$ cat src/rtl/cardinal_port_arbiter_if.sv
// Handshake bundle for cardinal_port_arbiter: requester heads in,
// one registered output channel out, plus the shared phase bit.
//   master : arbiter side (drives req_ready, out_*, polarity)
//   slave  : requesters + downstream side
interface cardinal_port_arbiter_if #(
    parameter int N_REQ  = 3,
    parameter int DATA_W = 64
);
    logic [N_REQ-1:0]        req_valid;
    logic [N_REQ*DATA_W-1:0] req_data;
    logic [N_REQ-1:0]        req_ready;
    logic                    out_valid;
    logic [DATA_W-1:0]       out_data;
    logic                    out_ready;
    logic                    polarity;

    modport master (
        input  req_valid,
        input  req_data,
        input  out_ready,
        output req_ready,
        output out_valid,
        output out_data,
        output polarity
    );

    modport slave (
        output req_valid,
        output req_data,
        output out_ready,
        input  req_ready,
        input  out_valid,
        input  out_data,
        input  polarity
    );
endinterface

$ cat src/rtl/cardinal_port_arbiter.sv
// Output-port arbiter for the cardinal ring router: polarity-gated
// round-robin grant into a one-entry valid/ready output register.
// Ports: clk, reset (sync, active-high), bus (master modport):
//   req_valid/req_data in, req_ready out (one-hot, combinational),
//   out_valid/out_data out, out_ready in, polarity out.
// Build option: CARDINAL_ARB_FIXED_PRIO_EN selects fixed priority
//   (lowest eligible index wins, no round-robin pointer).
module cardinal_port_arbiter #(
    parameter int N_REQ  = 3,
    parameter int DATA_W = 64
) (
    input  logic                    clk,
    input  logic                    reset,
    cardinal_port_arbiter_if.master bus
);

    typedef enum logic {
        S_EMPTY,
        S_FULL
    } state_t;

    state_t              r_state;
    state_t              w_state_nxt;
    logic                r_pol;
    logic [DATA_W-1:0]   r_data;

    logic [N_REQ-1:0]    w_elig;
    logic [N_REQ-1:0]    w_cand;
    logic [N_REQ-1:0]    w_pick;
    logic [N_REQ-1:0]    w_grant;
    logic [DATA_W-1:0]   w_gdata;
    logic                w_space;
    logic                w_allow;
    logic                w_fire;

    // A packet may leave its buffer only in the phase matching its VC bit.
    always_comb begin
        w_elig = '0;
        for (int i = 0; i < N_REQ; i++) begin
            w_elig[i] = bus.req_valid[i] &
                        (bus.req_data[i*DATA_W] == r_pol);
        end
    end

    assign w_space = (r_state == S_EMPTY) | bus.out_ready;
    assign w_allow = w_space & ~reset;

`ifdef CARDINAL_ARB_FIXED_PRIO_EN

    assign w_cand = w_elig;

`else

    localparam int PTR_W = (N_REQ > 1) ? $clog2(N_REQ) : 1;

    logic [PTR_W-1:0]    r_ptr;
    logic [PTR_W-1:0]    w_gidx;
    logic [N_REQ-1:0]    w_hi;

    // Requesters at or above the pointer get first pick; if none of
    // them is eligible the search wraps to the low indices.
    always_comb begin
        w_hi = '0;
        for (int i = 0; i < N_REQ; i++) begin
            w_hi[i] = w_elig[i] & (PTR_W'(i) >= r_ptr);
        end
        w_cand = (|w_hi) ? w_hi : w_elig;
    end

    always_comb begin
        w_gidx = '0;
        for (int i = 0; i < N_REQ; i++) begin
            if (w_pick[i]) begin
                w_gidx = PTR_W'(i);
            end
        end
    end

    always_ff @(posedge clk) begin
        if (reset) begin
            r_ptr <= '0;
        end else if (w_fire) begin
            r_ptr <= (w_gidx == PTR_W'(N_REQ - 1)) ?
                     '0 : w_gidx + 1'b1;
        end
    end

`endif

    // Lowest set bit of the candidate vector.
    always_comb begin
        w_pick = '0;
        for (int i = N_REQ - 1; i >= 0; i--) begin
            if (w_cand[i]) begin
                w_pick    = '0;
                w_pick[i] = 1'b1;
            end
        end
    end

    always_comb begin
        w_gdata = '0;
        for (int i = 0; i < N_REQ; i++) begin
            if (w_pick[i]) begin
                w_gdata = bus.req_data[i*DATA_W +: DATA_W];
            end
        end
    end

    assign w_fire  = w_allow & (|w_elig);
    assign w_grant = w_allow ? w_pick : '0;

    always_ff @(posedge clk) begin
        if (reset) begin
            r_state <= S_EMPTY;
        end else begin
            r_state <= w_state_nxt;
        end
    end

    // A drain with a simultaneous grant keeps the register full.
    always_comb begin
        w_state_nxt = r_state;
        unique case (r_state)
            S_EMPTY: begin
                if (w_fire) begin
                    w_state_nxt = S_FULL;
                end
            end
            S_FULL: begin
                if (bus.out_ready & ~w_fire) begin
                    w_state_nxt = S_EMPTY;
                end
            end
            default: w_state_nxt = S_EMPTY;
        endcase
    end

    always_ff @(posedge clk) begin
        if (reset) begin
            r_data <= '0;
            r_pol  <= 1'b0;
        end else begin
            r_pol <= ~r_pol;
            if (w_fire) begin
                r_data <= w_gdata;
            end
        end
    end

    assign bus.req_ready = w_grant;
    assign bus.out_valid = (r_state == S_FULL);
    assign bus.out_data  = r_data;
    assign bus.polarity  = r_pol;

endmodule

$ cat src/flat_wrapper.sv
// flat-port wrapper written by rule: the top's interface ports become plain ports
module cardinal_port_arbiter_flat 
#(
    parameter int N_REQ  = 3,
    parameter int DATA_W = 64
)
  (clk, reset, bus_req_valid, bus_req_data, bus_out_ready, bus_req_ready, bus_out_valid, bus_out_data, bus_polarity);
  cardinal_port_arbiter_if #(.N_REQ(N_REQ), .DATA_W(DATA_W)) bus_i ();
  input  logic clk;
  input  logic reset;
  input wire logic [$bits(bus_i.req_valid)-1:0] bus_req_valid;
  input wire logic [$bits(bus_i.req_data)-1:0] bus_req_data;
  input wire logic [$bits(bus_i.out_ready)-1:0] bus_out_ready;
  output wire logic [$bits(bus_i.req_ready)-1:0] bus_req_ready;
  output wire logic [$bits(bus_i.out_valid)-1:0] bus_out_valid;
  output wire logic [$bits(bus_i.out_data)-1:0] bus_out_data;
  output wire logic [$bits(bus_i.polarity)-1:0] bus_polarity;
  assign bus_i.req_valid = bus_req_valid;
  assign bus_i.req_data = bus_req_data;
  assign bus_i.out_ready = bus_out_ready;
  assign bus_req_ready = bus_i.req_ready;
  assign bus_out_valid = bus_i.out_valid;
  assign bus_out_data = bus_i.out_data;
  assign bus_polarity = bus_i.polarity;
  cardinal_port_arbiter #(.N_REQ(N_REQ), .DATA_W(DATA_W)) u_core (.clk(clk), .reset(reset), .bus(bus_i));
endmodule
$ cat config.mk
export PLATFORM = sky130hd
export DESIGN_NAME = cardinal_port_arbiter_flat
export DESIGN_NICKNAME = d
export VERILOG_FILES = /design/src/rtl/cardinal_port_arbiter_if.sv /design/src/rtl/cardinal_port_arbiter.sv /design/src/flat_wrapper.sv
export SDC_FILE = /design/constraint.sdc
export NUM_CORES = 1
export LEC_CHECK = 0
export CAP_MARGIN = 25
export CORE_UTILIZATION = 37
export CTS_CLUSTER_DIAMETER = 150
export CTS_CLUSTER_SIZE = 12
export DETAILED_ROUTE_END_ITERATION = 6
export PLACE_DENSITY = 0.82
export SYNTH_ARGS = -nofsm -noshare
export SYNTH_HDL_FRONTEND = slang
export SYNTH_SLANG_ARGS = --single-unit
$ cat constraint.sdc
create_clock -name clk -period 2.27 [get_ports clk]
set_input_delay 0.227 -clock clk [delete_from_list [all_inputs] [get_ports clk]]
set_output_delay 0.227 -clock clk [all_outputs]
set_load 0.01 [all_outputs]
### Word level (Yosys, flattened, before mapping)

Cells that the tools add are included.

* register bits: 68
* input port bits: 198
* output and inout bits: 69
* word-level logic and storage cells: 42

* add/subtract/negate cells: 1
* magnitude comparators: 3
* equal/unequal tests: 4
* multiplexer cells: 14
* bitwise logic cells: 14
* reductions and logical operators: 2

Operator list (count)
* $mux W64: 3
* $mux W3: 5
* $and A1 B1 Y1: 9
* $reduce_or A3 Y1: 2
* $ge A1 B2 Y1 const A: 2
* $mux W2: 2
* $not A1 Y1: 4
* $eq A1 B1 Y1: 3
* $mux W1: 3
* $add A2 B1 Y2 const B: 1
* $eq A2 B2 Y1 const B: 1
* $ge A2 B2 Y1 const A: 1
* $pmux W1 S2: 1
* $or A1 B1 Y1: 1

### Longest topological paths before layout

* depth in word-level cells: 12
* gate-level depth with buffers: 7
* gate-level depth less buffers: 4

### Worst setup path before layout

No wires, ideal clock.

* kind: reg2out
* start point: register u_core.r_pol (netlist: u_core.bus.polarity)
* end point: output port bus_req_ready[2]
* arrival: 1736 ps
* data required time: 2043 ps
* slack: 307 ps
* stages on the path, launching flop included: 8
* path buffers: 3
* cell sequence: dfxtp_1 > buf_2 > xnor2_1 > a311oi_1 > buf_2 > buf_1 > nand2_1 > nor2_1

* word-level cells in the longest chain between the ends: 9
* elaborated cells between the ends (all ways): 15
* classes of those cells: 3 x eq/ne; 5 x mux; 6 x bitwise; 1 x reduce/logical

Ends and longest elaborated chain
* start: declaration: RTL line cardinal_port_arbiter.sv:24 `logic r_pol;`
* start signal: assignment: RTL line cardinal_port_arbiter.sv:144 `r_pol <= ~r_pol;`
* $eq A1 B1 Y1: RTL line cardinal_port_arbiter.sv:41 `(bus.req_data[i*DATA_W] == r_pol);`
* $and A1 B1 Y1: RTL line cardinal_port_arbiter.sv:40 `w_elig[i] = bus.req_valid[i] &`
* $and A1 B1 Y1: RTL line cardinal_port_arbiter.sv:65 `w_hi[i] = w_elig[i] & (PTR_W'(i) >= r_ptr);`
* $reduce_or A3 Y1: RTL line cardinal_port_arbiter.sv:67 `w_cand = (|w_hi) ? w_hi : w_elig;`
* $mux W3 *: RTL line cardinal_port_arbiter.sv:67
* $mux W3 (2 in series): RTL line cardinal_port_arbiter.sv:94 `if (w_cand[i]) begin`
* $mux W3 *: RTL line cardinal_port_arbiter.sv:94
* $mux W3 *: RTL line cardinal_port_arbiter.sv:111 `assign w_grant = w_allow ? w_pick : '0;`
* end: declaration: RTL line flat_wrapper.sv:14 `output wire logic [$bits(bus_i.req_ready)-1:0] bus_req_ready;`

Every way passes the cells marked *; elsewhere a longest branch is shown, timed or not.

### Final worst setup path

* start point: register u_core.r_ptr[0]
* end point: register u_core.r_data[22] (netlist: u_core.bus.out_data[22])

* word-level cells in the longest chain between the ends: 9
* elaborated cells between the ends (all ways): 14
* classes of those cells: 3 x order compare; 7 x mux; 3 x bitwise; 1 x reduce/logical

Ends and longest elaborated chain
* start: declaration: RTL line cardinal_port_arbiter.sv:56 `logic [PTR_W-1:0] r_ptr;`
* start signal: assignment: RTL line cardinal_port_arbiter.sv:83 `r_ptr <= (w_gidx == PTR_W'(N_REQ - 1)) ?`
* $ge A1 B2 Y1 / $ge A2 B2 Y1 (equally long branches): RTL line cardinal_port_arbiter.sv:65
* $and A1 B1 Y1: RTL line cardinal_port_arbiter.sv:65
* $reduce_or A3 Y1: RTL line cardinal_port_arbiter.sv:67
* $mux W3 *: RTL line cardinal_port_arbiter.sv:67
* $mux W3: RTL line cardinal_port_arbiter.sv:94
* $mux W3 *: RTL line cardinal_port_arbiter.sv:94
* $mux W64 (2 in series): RTL line cardinal_port_arbiter.sv:104 `if (w_pick[i]) begin`
* $mux W64 *: RTL line cardinal_port_arbiter.sv:104
* end signal: assignment: RTL line cardinal_port_arbiter.sv:146 `r_data <= w_gdata;`
* end: declaration: RTL line cardinal_port_arbiter.sv:25 `logic [DATA_W-1:0] r_data;`

Marked as above.
A chain may end at the register's enable or synchronous reset.

==> results by group <==
Final layout
  – Footprint of the multi-input gates: 2430 sq um
  – Syn-to-layout area delta: 76.6%
  – Non-filler cells, final: 870
  – # fillers: 859
  – NumNets Final: a little over 900
  – Ant. Diodes: 0
  – Ratio of cells with drive above 1 in the final layout: 7.49%
  – Finished Core Util: 68.5%
  – Area occupied by registers: around 1400 sq um
  – Post-route design area: ~7200 sq um

STA
  – Crit path time final: between 2 and 2.5 ns
  – Final Max Slew Viols: 0
  – Period Utilization, post-route: ~90%
  – Final setup vio count: 0
  – Pin slew with the least headroom to its limit: between 0.7 and 0.8 ns
  – Final hold vios: 0
  – Setup_tns: 0 ns
  – Worst hold margin: around 0.5 ns
  – Fmax: 476 MHz
  – RSZ-0062 raised after global routing: no
  – Slew margin rel.: 47.7%
  – Worst Skew: ~0.0078 ns

Global route
  – Initial antenna violation count: 0
  – Vias in the first global route: 5668
  – Largest net degree at the start of global routing: 65
  – First-pass GRT wire length: 28400 microns
  – Grt ovf: 0
  – Global-route usage over all layers: 31.1%

Worst setup path
  – Crit path launch type: register
  – Reg2reg path depth: 5
  – Arrival time worst endpoint: 2.37 ns
  – Required time worst endpoint: 2.54 ns
  – Family with the most delay on the worst path: buffers and inverters
  – Cells along the critical path: xor2_1, or3_2, buf_4, nand3_1, a41oi_1
  – Delay of the slowest cell on the worst path: slightly above 0.6 ns
  – Crit Path Max Fanout: 64
  – CP max-delay cell: buf_4
  – CP Capture Type: register
  – Worst r2r src: u_core.r_ptr[0]
  – Reg2reg end: u_core.bus.out_data[22]
  – Crit path buffers/inverters: 1
  – Crit path kind: register to register
  – R2R setup slack: 0.17 ns

Synthesis
  – Area contributors post-synth: dfxtp_1 (34%), nand3_1 (16%), a2bb2oi_1 (14%), a41oi_1 (14%), nand4_1 (9.9%)
  – Syn_nets: 699
  – Synth unique cells: 25
  – YS warnings: 0
  – Post-Syn Area per Cell: ~8.1 sq um
  – Sequential share of the synthesized area: 33.5%
  – Seq cells post-synth: 68
  – Synthesized area: about 4100 sq um
  – Area leader, netlist: dfxtp_1
  – Yosys top cell area share: between 30% and 40%
  – Mapped Cells: 501

Floorplanning
  – Die W: between 100 and 150 microns
  – Row count: 37
  – Die height: 107 microns
  – CORE AREA: 10500 sq um
  – Starting Density: 38.8%
  – Top Ports: 267
  – Total Die Area: 11400 sq um

Pwr
  – Clk network pwr share: between 20% and 30%
  – Pwr Density: around 630 nW/um^2
  – Internal power: 3.04 mW
  – Max rail drop VDD: 0.397 mV
  – Sw Pwr: between 1 and 1.5 mW
  – P_leak: around 2.5 nW
  – Sw frac: 32.3%
  – Combinational Power Share: a little over two fifths
  – Register share of total power: 34.3%

Placed design
  – Placed cell areas: 6960 sq um
  – Cells after DPL: 856
  – DP HPWL: approximately 12000 microns
  – Port Buffers: 266
  – RD Place Congestion: 0.920

Clock network
  – Clk_lat worst skew: 0.34 ns
  – Worst-path clk slew: 0.08 ns
  – Clock sink count: 68
  – CTS tree: done
  – Setup Fix Bufs, Post-CTS: 0
  – H-tree levels: 3
  – Cts repair resizes: 6
  – CTS Root Cell: clkbuf_8
  – CTS Buf Count: 9
  – Hold buffers post-CTS: 0
  – CTS max path bufs: 2

Route
  – Vias per cell: 6.65
  – Drt first-iter violations: roughly 430
  – Antenna viol nets, final: 0
  – WL final: 18500 microns
  – DR vias: ~5800
  – Drt drc: 0
  – Routed len/inst: 21.2 microns
  – Pre-Repair DR Iteration Count: 5

Hold path
  – Hold endpoint: u_core.bus.out_data[34]
  – Worst min path class: input port to register
  – Hold path start: bus_req_data[34]
  – Worst hold path depth: 3

Run status
  – Status: finished clean

Job
  – MaxCap Viol Count: 0
[per-layer routing]
layer | routed length [microns] | GRT usage, % | vias up
li1 | - | - | 2495
met1 | 6750 | 37.5 | 2778
met2 | 8960 | 50.9 | 454
met3 | 2020 | 6.87 | 62
met4 | 716 | 18.0 | 0
met5 | 0 | 0 | -
[synth_stat cells (all sizes together)]
cell and instances:
nand3 130, dfxtp 68, a2bb2oi 64, a41oi 64, nand4 64, clkbuf 51, buf 26, inv 5
nor2 5, nand2 3, or3 3, xnor2 3, xor2 3, a21oi 2, nand2b 2, a222oi 1
a311oi 1, a32oi 1, and3b 1, nand4b 1, o21ai 1, o311a 1, o32ai 1
[cells by family (layout without fill, tap and decap cells)]
| logic type | Yosys count | after routing | synth area share (%) |
|---|---|---|---|
| simple gates | 209 | 209 | 27.8 |
| compound gates | 136 | 136 | 29.1 |
| buf+inv | 82 | 315 | 8.20 |
| flops | 68 | 68 | 33.5 |
| xor+xnor | 6 | 6 | 1.29 |
[worst reg2reg max path: cells and delay by family, from the launching register on]
| family | cells | cell delay (ns) |
|---|---|---|
| buffers and inverters | 1 | 0.61 |
| XOR/XNOR | 1 | 0.35 |
| AND/OR/NAND/NOR | 2 | 0.44 |
| AO/OA/AOI/OAI | 1 | 0.24 |
| flip-flops | 1 | 0.39 |
[metrics by stage]
stage / setup WS, ns / total power [mW]
6_report: 0.170 / 4.49
5_1_grt: 0.0290 / 4.70
4_1_cts: 0.00372 / 4.49
3_5_place_dp: -0.0631 / 3.48
3_3_place_gp: 0.0111 / 3.44
2_1_floorplan: 0.307 / 2.39
[cells in the final DEF, fill, tap and decap left out, types with 2 or more instances in the layout]
| master | n |
|---|---|
| clkdlybuf4s50_1 | 263 |
| nand3_1 | 130 |
| dfxtp_1 | 67 |
| nand4_1 | 64 |
| a2bb2oi_1 | 64 |
| a41oi_1 | 64 |
| buf_4 | 22 |
| clkbuf_8 | 11 |
| buf_12 | 8 |
| inv_1 | 4 |
| xnor2_1 | 3 |
| nor2_1 | 3 |
| nand2b_1 | 2 |
| nor2_4 | 2 |
| nand2_1 | 2 |
| xor2_1 | 2 |
| or3_2 | 2 |
| a21oi_1 | 2 |
| dlygate4sd2_1 | 2 |
[registers in the layout, summed over array words and instances, names as in the netlist]
signal	cells
u_core.bus.out_data	64
u_core.r_ptr	2
u_core.bus.out_valid	1
u_core.bus.polarity	1
[final cells by class]
class / instances / area share [%]
inverters: 5 / 0.262
clock inverters: 2 / 0.489
clock buffers: 12 / 2.16
multi-input cells: 351 / 34.0
repair buffers: 296 / 41.7
well taps: 136 / 2.37
flip-flops and latches: 68 / 19.0
[power by group through the flow]
stage | Sequential [mW] | Clock (mW) | Combinational, mW
4_1_cts | 1.54 | 1.03 | 1.92
6_report | 1.54 | 1.02 | 1.93
3_3_place_gp | 1.56 | 0 | 1.88
3_5_place_dp | 1.56 | 0 | 1.91
2_1_floorplan | 1.64 | 0 | 0.748
5_1_grt | 1.56 | 1.10 | 2.04
[how the worst max path moves through the flow]
stage	end	cells past startpoint	startpoint	slack, ns
2_1_floorplan	bus_req_ready[2]	7	u_core.bus.polarity	0.31
3_3_place_gp	bus_req_ready[2]	7	bus_req_data[64]	0.01
3_5_place_dp	u_core.bus.out_data[4]	7	bus_req_data[64]	-0.06
4_1_cts	bus_req_ready[0]	7	u_core.bus.polarity	0.004
5_1_grt	u_core.bus.out_data[63]	5	u_core.r_ptr[0]	0.03
6_report	u_core.bus.out_data[22]	5	u_core.r_ptr[0]	0.17
Note: power is estimated with default switching activity, not from simulation.
